$ cat src/rtl/stream_arb_pkg.sv
// stream_arb_pkg: shared types and helpers for the 4-channel stream arbiter family.
//   NUM_CH   - channel count (fixed at 4)
//   ch_idx_t - channel index type
//   rr_pick  - round-robin one-hot grant, search starts after ptr and wraps
//   oh2idx   - one-hot to index encode (zero-vector returns 0)
package stream_arb_pkg;
  localparam int NUM_CH = 4;
  typedef logic [1:0] ch_idx_t;

  function automatic logic [NUM_CH-1:0] rr_pick(input logic [NUM_CH-1:0] req,
                                                input ch_idx_t           ptr);
    logic [NUM_CH-1:0] gnt;
    ch_idx_t           idx;
    logic              found;
    gnt   = '0;
    found = 1'b0;
    // i = 1..4 visits ptr+1 .. ptr+4 (mod 4); the 2-bit add does the wrap.
    for (int i = 1; i <= NUM_CH; i++) begin
      idx = ptr + ch_idx_t'(i);
      if (!found && req[idx]) begin
        gnt[idx] = 1'b1;
        found    = 1'b1;
      end
    end
    return gnt;
  endfunction

  function automatic ch_idx_t oh2idx(input logic [NUM_CH-1:0] oh);
    ch_idx_t idx;
    idx = '0;
    for (int i = 0; i < NUM_CH; i++)
      if (oh[i]) idx = ch_idx_t'(i);
    return idx;
  endfunction
endpackage

$ cat src/rtl/rr_arbiter_4.sv
// rr_arbiter_4: 4-way round-robin arbiter with last-granted pointer.
//   clk_i, rst_ni - clock, async active-low reset
//   req_i         - request vector
//   accept_i      - strobe: current grant was taken, advance pointer to it
//   gnt_o         - one-hot grant (combinational)
//   gnt_idx_o     - index of granted channel (valid when gnt_o != 0)
module rr_arbiter_4
  import stream_arb_pkg::*;
#(
  parameter ch_idx_t PTR_RST = 2'd3
) (
  input  logic              clk_i,
  input  logic              rst_ni,
  input  logic [NUM_CH-1:0] req_i,
  input  logic              accept_i,
  output logic [NUM_CH-1:0] gnt_o,
  output ch_idx_t           gnt_idx_o
);

  ch_idx_t ptr_q;

  assign gnt_o     = rr_pick(req_i, ptr_q);
  assign gnt_idx_o = oh2idx(gnt_o);

  always_ff @(posedge clk_i or negedge rst_ni) begin
    if (!rst_ni)       ptr_q <= PTR_RST;
    else if (accept_i) ptr_q <= gnt_idx_o;
  end

endmodule

$ cat src/rtl/stream_arb_mux_4x1.sv
// stream_arb_mux_4x1: merges four valid/ready source streams into one
// registered output stream with round-robin arbitration, full throughput.
//   clk_i, rst_ni - clock, async active-low reset
//   valid_i/data_i/ready_o - four source channels (ready_o combinational, one-hot0)
//   valid_o/data_o/sel_o   - registered output beat and its source index
//   ready_i                - downstream accept
// Optional macro STREAM_ARB_MUX_PKT_LOCK_EN adds last_i[3:0] / last_o and
// holds the grant on one channel until its packet's last beat transfers.
module stream_arb_mux_4x1
  import stream_arb_pkg::*;
#(
  parameter int      N       = 3,
  parameter ch_idx_t PTR_RST = 2'd3
) (
  input  logic                   clk_i,
  input  logic                   rst_ni,
  input  logic [NUM_CH-1:0]      valid_i,
  input  logic [NUM_CH-1:0][N:0] data_i,
  output logic [NUM_CH-1:0]      ready_o,
`ifdef STREAM_ARB_MUX_PKT_LOCK_EN
  input  logic [NUM_CH-1:0]      last_i,
  output logic                   last_o,
`endif
  output logic                   valid_o,
  output logic [N:0]             data_o,
  output ch_idx_t                sel_o,
  input  logic                   ready_i
);

  logic              load;
  logic [NUM_CH-1:0] req, gnt, lock_mask;
  ch_idx_t           gnt_idx;
  logic              xfer;

  // Output register can take a new beat if empty or draining this cycle.
  assign load = !valid_o || ready_i;

`ifdef STREAM_ARB_MUX_PKT_LOCK_EN
  logic    lock_q;
  ch_idx_t lock_ch_q;

  assign lock_mask = lock_q ? (NUM_CH'(1) << lock_ch_q) : '1;

  always_ff @(posedge clk_i or negedge rst_ni) begin
    if (!rst_ni) begin
      lock_q    <= 1'b0;
      lock_ch_q <= '0;
    end else if (xfer) begin
      lock_q    <= !last_i[gnt_idx];
      lock_ch_q <= gnt_idx;
    end
  end

  always_ff @(posedge clk_i or negedge rst_ni) begin
    if (!rst_ni)   last_o <= 1'b0;
    else if (xfer) last_o <= last_i[gnt_idx];
  end
`else
  assign lock_mask = '1;
`endif

  assign req     = valid_i & {NUM_CH{load}} & lock_mask;
  assign ready_o = gnt;
  assign xfer    = |gnt;

  rr_arbiter_4 #(.PTR_RST(PTR_RST)) u_arb (
    .clk_i     (clk_i),
    .rst_ni    (rst_ni),
    .req_i     (req),
    .accept_i  (xfer),
    .gnt_o     (gnt),
    .gnt_idx_o (gnt_idx)
  );

  always_ff @(posedge clk_i or negedge rst_ni) begin
    if (!rst_ni) begin
      valid_o <= 1'b0;
      data_o  <= '0;
      sel_o   <= '0;
    end else if (xfer) begin
      valid_o <= 1'b1;
      data_o  <= data_i[gnt_idx];
      sel_o   <= gnt_idx;
    end else if (ready_i) begin
      valid_o <= 1'b0;
    end
  end

`ifndef SYNTHESIS
  a_ready_onehot0: assert property (@(posedge clk_i) disable iff (!rst_ni)
    $onehot0(ready_o));
  a_hold_stable: assert property (@(posedge clk_i) disable iff (!rst_ni)
    (valid_o && !ready_i) |=> (valid_o && $stable(data_o) && $stable(sel_o)));
`endif

endmodule
$ cat config.mk
export PLATFORM = sky130hd
export DESIGN_NAME = stream_arb_mux_4x1
export DESIGN_NICKNAME = d
export VERILOG_FILES = /design/src/rtl/stream_arb_pkg.sv /design/src/rtl/rr_arbiter_4.sv /design/src/rtl/stream_arb_mux_4x1.sv
export SDC_FILE = /design/constraint.sdc
export NUM_CORES = 1
export LEC_CHECK = 0
export CAP_MARGIN = 20
export CORE_UTILIZATION = 40
export DETAILED_ROUTE_END_ITERATION = 8
export PLACE_DENSITY = 0.73
export SYNTH_ARGS = -nofsm -noshare
export SYNTH_HDL_FRONTEND = slang
export SYNTH_SLANG_ARGS = --single-unit
$ cat constraint.sdc
create_clock -name clk_i -period 3.85 [get_ports clk_i]
set_input_delay 0.385 -clock clk_i [delete_from_list [all_inputs] [get_ports clk_i]]
set_output_delay 0.385 -clock clk_i [all_outputs]
set_load 0.02 [all_outputs]
==> flow_summary.json, run 1 <==
{
  "outcome": "completed",
  "yosys.area.top_type_share": 0.189,
  "overflow": 0,
  "crit_start": "u_arb.ptr_q[0]",
  "postCtsHoldBufs": 0,
  "p_switching_w": 0.000605,
  "via_per_inst": 5.63,
  "hpwl_um": 2050,
  "placed_cell_area_um2": 1300,
  "antenna_found_initial": 0,
  "slew_headroom": 0.628,
  "syn_area_um2": 926,
  "p_leak_nw": 0.583,
  "rr_startpoint": "u_arb.ptr_q[0]",
  "synth_nets": 127,
  "finalHoldViolCount": 0,
  "num_rows": 17,
  "synth_xor_area_frac": 0,
  "r2r_cells": 10,
  "die_area_um2": 2510,
  "cts_tree": "done",
  "fin_crit_ns": 3.68,
  "sequentialPowerShare": 0.170,
  "switching_share": 0.474,
  "synth.distinct_cells": 37,
  "num_antenna_cells": 0,
  "grt_pass1_vias": 918,
  "area_delta_synth_final_pct": 44.5,
  "root_buffer": "clkbuf_4",
  "avgSynthCellArea_um2": 9.64,
  "cts.sinks": 9,
  "pwr-share-clk": 0.058,
  "worst_clock_skew_ns": 0.00455,
  "critPathLaunchType": "flip-flop",
  "ios": 34,
  "fin_cells": 164,
  "synthMuxAreaShare": 0.120,
  "fmax_ghz": 0.271,
  "hold_class": "input pin to async pin",
  "grt_util_all_layers": 0.225,
  "ys_warn_count": 0,
  "slew_viol_final": 0,
  "synth_edf_count": 0,
  "cp.required_ns": 3.46,
  "io_buffers": 33,
  "synth_ff_type": "dfrtp_1",
  "dp.cells": 159,
  "ys_async_sr_fraction": 1.00,
  "peakVddDrop_mv": 0.633,
  "r2r_slack_ns": 0.62,
  "synth_area_leader_cell": "dfrtp_1",
  "ys_seq_elements": 9,
  "layout-drive-gt1-share": 0.184,
  "worst-setup-path-type": "flip-flop to primary output",
  "ant_nets": 0,
  "setup_viol": 0,
  "synth_compound_area_frac": 0.286,
  "post-route-worst-setup-slack_ns": 0.165,
  "clk_pin_slew_worst_paths_ns": 0.06,
  "clock_path_buffers": 2,
  "clock_latency_ns": 0.26,
  "initial_core_util": 0.423,
  "finalInstanceArea_um2": 1340,
  "cts_buffers": 3,
  "drc": 0,
  "crit_path_end": "ready_o[1]",
  "yosys.area_share.simple": 0.195,
  "vias": 924,
  "power.internal_w": 0.000670,
  "pwr-share-comb": 0.772,
  "end_kind": "primary output",
  "fin_util": 0.611,
  "drt-pass1-iter-count": 4,
  "tightest_slew_ns": 0.551,
  "fin_nets": 168,
  "wirelength_um": 2600,
  "seq_area_frac_synth": 0.246,
  "maxCapViolCount": 0,
  "critPathMaxFanout": 9,
  "place.gp.congestion": 0.895,
  "wl_per_cell_um": 15.8,
  "h-tree-depth": 1,
  "crit_arrival_ns": 3.30,
  "r2r_end": "data_o[3]",
  "grt_pass1_wl_um": 4250,
  "synth_top_family_by_area": "compound AO/OA/AOI/OAI gates",
  "synth_area_leaders": "dfrtp_1 (19%), ha_1 (11%), mux2i_1 (7.6%), dfstp_2 (5.7%), o311ai_1 (3.8%)",
  "die_w_um": 50.1,
  "synth-adder-area-share": 0.108,
  "p_per_area_nw_per_um2": 953,
  "drt_iter0_drc": 26,
  "die_h_um": 50.1,
  "dp_slack_ns": 0.340,
  "core_um2": 2190,
  "synth_cells": 96,
  "grt_start_max_net_pins": 12,
  "period_share": 0.957,
  "synthTopCellsByCount": "ha_1 (8), nand2_1 (8), dfrtp_1 (7), mux2i_1 (7)"
}
[repair_timing]
action / in CTS / in global routing
setup buffers: 0 / 1
gates resized for setup: 0 / 2
setup endpoints to repair: 0 / 3
[power by group through the flow]
stage	sequential (W)	clock (W)	combinational, W
floorplan	0.000248	0	0.000608
global placement	0.000215	0	0.000942
detailed placement	0.000219	0	0.000955
CTS	0.000218	0.0000755	0.000966
global route	0.000227	0.0000782	0.00107
finish	0.000216	0.0000738	0.000984
[cell families (layout without fill, tap and decap cells)]
family                     count (synthesis)  in the layout
AOI/OAI and AO/OA                         32             32
and+or+nand+nor                           30             30
muxes                                     10             10
DFF                                        9              9
adders and majority gates                  8              8
buffers and inverters                      7             47
[through the flow]
step	total power [W]	setup TNS (ns)	hold slack (ns)
after floorplan	0.000856	0	0.0894
after global placement	0.00116	0	0.471
after detailed placement	0.00117	0	0.481
after CTS	0.00126	0	0.424
after global routing	0.00137	-0.00475	0.465
final	0.00127	0	0.414
[state kept, by name, indices dropped and copies added (netlist names)]
| name | count |
|---|---|
| data_o | 4 |
| sel_o | 2 |
| u_arb.ptr_q | 2 |
| valid_o | 1 |
[critical path, cell delays in order, from the launching register on]
cell	delay, ns
dfstp_2	0.63
inv_1	0.18
ha_2	0.43
mux2i_1	0.20
nor3_1	0.09
nor2_2	0.26
mux2_4	0.33
a221oi_2	0.24
inv_2	0.12
clkdlybuf4s50_1	0.57
[final cells by class]
| class | count | area, µm² |
|---|---|---|
| clock buffer | 4 | 26.3 |
| tap | 28 | 35.0 |
| sequential | 9 | 228 |
| multi-input combinational | 80 | 662 |
| inverter | 5 | 18.8 |
| fill | 204 | 853 |
| timing repair buffer | 38 | 368 |
[per-layer routing]
metal	routed length (µm)	track usage	vias up
li1	-	-	447
met5	0	0	-
met1	1150	0.286	433
met3	181	0.0432	4
met2	1240	0.371	40
met4	27	0.0810	0
[worst min path at each step]
stage | startpoint | end | slack, ns | cells after the start
2_1_floorplan | rst_ni | data_o[0] | 0.09 | 0
3_3_place_gp | sel_o[1] | sel_o[1] | 0.47 | 1
3_5_place_dp | sel_o[1] | sel_o[1] | 0.48 | 1
4_1_cts | rst_ni | sel_o[1] | 0.42 | 1
5_1_grt | rst_ni | data_o[3] | 0.47 | 1
6_report | rst_ni | sel_o[1] | 0.41 | 1
[layout by cell type, fill, tap and decap left out, types with 2 or more instances in the layout]
cell / instances
clkdlybuf4s50_1: 33
o2111ai_1: 2
clkbuf_4: 3
buf_4: 5
nor2_1: 3
and3b_2: 3
o21bai_1: 4
a21o_2: 2
o21ai_0: 3
nand2_1: 8
dfrtp_1: 7
o311ai_1: 4
ha_1: 7
nor3_1: 2
nand3_1: 2
a21boi_0: 2
a21oi_1: 2
nor3b_1: 2
nand2b_1: 2
o41ai_2: 2
or2_1: 2
mux2_4: 2
inv_1: 4
mux2i_1: 7
dfstp_2: 2
a31oi_1: 2
a22oi_1: 4
(Power assumes the default switching activity.)
==> run 2: changes to the inputs <==
- CTS_CLUSTER_SIZE: not set -> 12
==> results of run 2 <==
The final DEF is identical to that of run 1; final timing and power are the same.
==> run 3: changes to the inputs <==
- CORE_ASPECT_RATIO: not set -> 1.75
==> run 3 against run 2 <==
  * Worst setup slack got worse by 0.043 ns
  * Largest power group unchanged
  * Final cell count down 3.0%
  * Register-to-register slack improved by 0.10 ns
  * Cell area grew 0.56%
  * Combinational power is essentially flat
  * Critical path depth is 1 lower
  * Worst hold slack worse by 0.0018 ns
  * First-iteration DRC count fell by 35%
  * Clock skew down 0.00068 ns
  * Utilization increased by 1.6 points
  * Highest routed layer unchanged
==> flow_summary.json, run 3 (synthesis results as in run 1) <==
{
  "wl_per_cell_um": 16.6,
  "end_kind": "primary output",
  "io_buffers": 33,
  "num_rows": 22,
  "post_cts_buffers": 0,
  "cpMaxStageDelayCell": "clkdlybuf4s50_1",
  "area_delta_synth_final_pct": 45.3,
  "die_h_um": 65.6,
  "critPathMaxFanout": 9,
  "hold_class": "input pin to async pin",
  "tns_ns": 0,
  "fin_crit_ns": 3.73,
  "crit_chain": "inv_1 > ha_1 > and3b_2 > a21oi_1 > o41ai_4 > a22o_1 > or2_1 > clkdlybuf4s50_1",
  "total_power_w": 0.00126,
  "die_area_um2": 2520,
  "ios": 34,
  "layout_common_cells": "clkdlybuf4s50_1 (33), nand2_1 (8), ha_1 (8)",
  "postCtsHoldBufs": 0,
  "fin_nets": 167,
  "clk_pin_slew_worst_paths_ns": 0.06,
  "grt_start_max_net_pins": 11,
  "dp.cells": 155,
  "root_buffer": "clkbuf_4",
  "drt_iter0_drc": 17,
  "hpwl_um": 2070,
  "critPathLaunchType": "flip-flop",
  "maxCapViolCount": 0,
  "tightest_slew_ns": 0.673,
  "fin_cells": 159,
  "worst-setup-path-type": "flip-flop to primary output",
  "regMostFlops": "data_o",
  "layout-drive-gt1-share": 0.170,
  "initial_core_util": 0.431,
  "dp_slack_ns": 0.364,
  "largestRegisters": "data_o: 4 flops, sel_o: 2 flops, u_arb.ptr_q: 2 flops",
  "grt_pass1_vias": 973,
  "wirelength_um": 2640,
  "cp.required_ns": 3.46,
  "path_delay_family": "buffers and inverters",
  "r2r_slack_ns": 0.72,
  "slew_headroom": 0.546,
  "layout_commonest_cell": "clkdlybuf4s50_1",
  "setup_viol": 0,
  "grt_setup_unrepaired": "false",
  "ant_nets": 0,
  "fmax_ghz": 0.268,
  "postCtsResizedCells": 0,
  "antenna_found_initial": 0,
  "cts_tree": "done",
  "timing.critical_path.buf_inv": 2,
  "worst_clock_skew_ns": 0.00387,
  "p_leak_nw": 0.586,
  "grt_util_all_layers": 0.233,
  "grt_pass1_wl_um": 4180,
  "drt-pass1-iter-count": 4,
  "fin_util": 0.626,
  "period_share": 0.968,
  "post-route-worst-setup-slack_ns": 0.122,
  "h-tree-depth": 1,
  "cts.sinks": 9,
  "peakVddDrop_mv": 0.615,
  "vias": 925,
  "largest_reg_flops": 4,
  "die_w_um": 38.4,
  "finalHoldViolCount": 0,
  "place.gp.congestion": 0.789,
  "overflow": 0,
  "clock_latency_ns": 0.27,
  "crit_arrival_ns": 3.34,
  "drc": 0,
  "slowest_delay_ns": 0.69,
  "outcome": "completed",
  "slew_viol_final": 0,
  "clock_path_buffers": 2,
  "via_per_inst": 5.82,
  "cts_buffers": 3,
  "num_antenna_cells": 0,
  "p_per_area_nw_per_um2": 939,
  "core_um2": 2150
}
[run 3: changes by cell type in the layout (fill, tap and decap cells not counted), sizes merged]
| cell | previous run | this run |
|---|---|---|
| buf | 5 | 4 |
[run 3: routing by layer]
| layer | share of wire | up-vias | wire length (µm) | global-route usage |
|---|---|---|---|---|
| met5 | 0 | - | 0 | 0 |
| met4 | 0.012 | 0 | 32 | 0.112 |
| met3 | 0.031 | 4 | 81 | 0.0236 |
| met2 | 0.58 | 29 | 1540 | 0.441 |
| met1 | 0.37 | 440 | 984 | 0.235 |
| li1 | - | 452 | - | - |
[run 3: final timing paths]
path	start	to	depth (start not counted)
max reg2reg	u_arb.ptr_q[0]	data_o[3]	9
max in group asynchronous	rst_ni	u_arb.ptr_q[1]	1
min in group clk_i	sel_o[1]	sel_o[1]	1
min reg2reg	sel_o[1]	sel_o[1]	1
min	rst_ni	sel_o[0]	1
max	u_arb.ptr_q[0]	ready_o[2]	8
[run 3: area by class of cell]
cell class                 instances  area, µm²
timing repair buffer              37        360
inverter                           5       18.8
tap                               24       30.0
sequential                         9        228
multi-input combinational         80        682
fill                             206        802
clock buffer                       4       26.3
[run 3: power by group]
part	switching, W	internal, W	leakage (nW)
logic	0.000531	0.000452	0.471
clock network	0.0000346	0.0000401	0.0150
registers	0.0000418	0.000163	0.100
[run 3: through the flow]
| stage | area (µm²) | hold slack (ns) |
|---|---|---|
| 3_5_place_dp | 1290 | 0.514 |
| 2_1_floorplan | 926 | 0.0894 |
| 6_report | 1350 | 0.412 |
| 3_3_place_gp | 1290 | 0.471 |
| 5_1_grt | 1350 | 0.455 |
| 4_1_cts | 1320 | 0.428 |
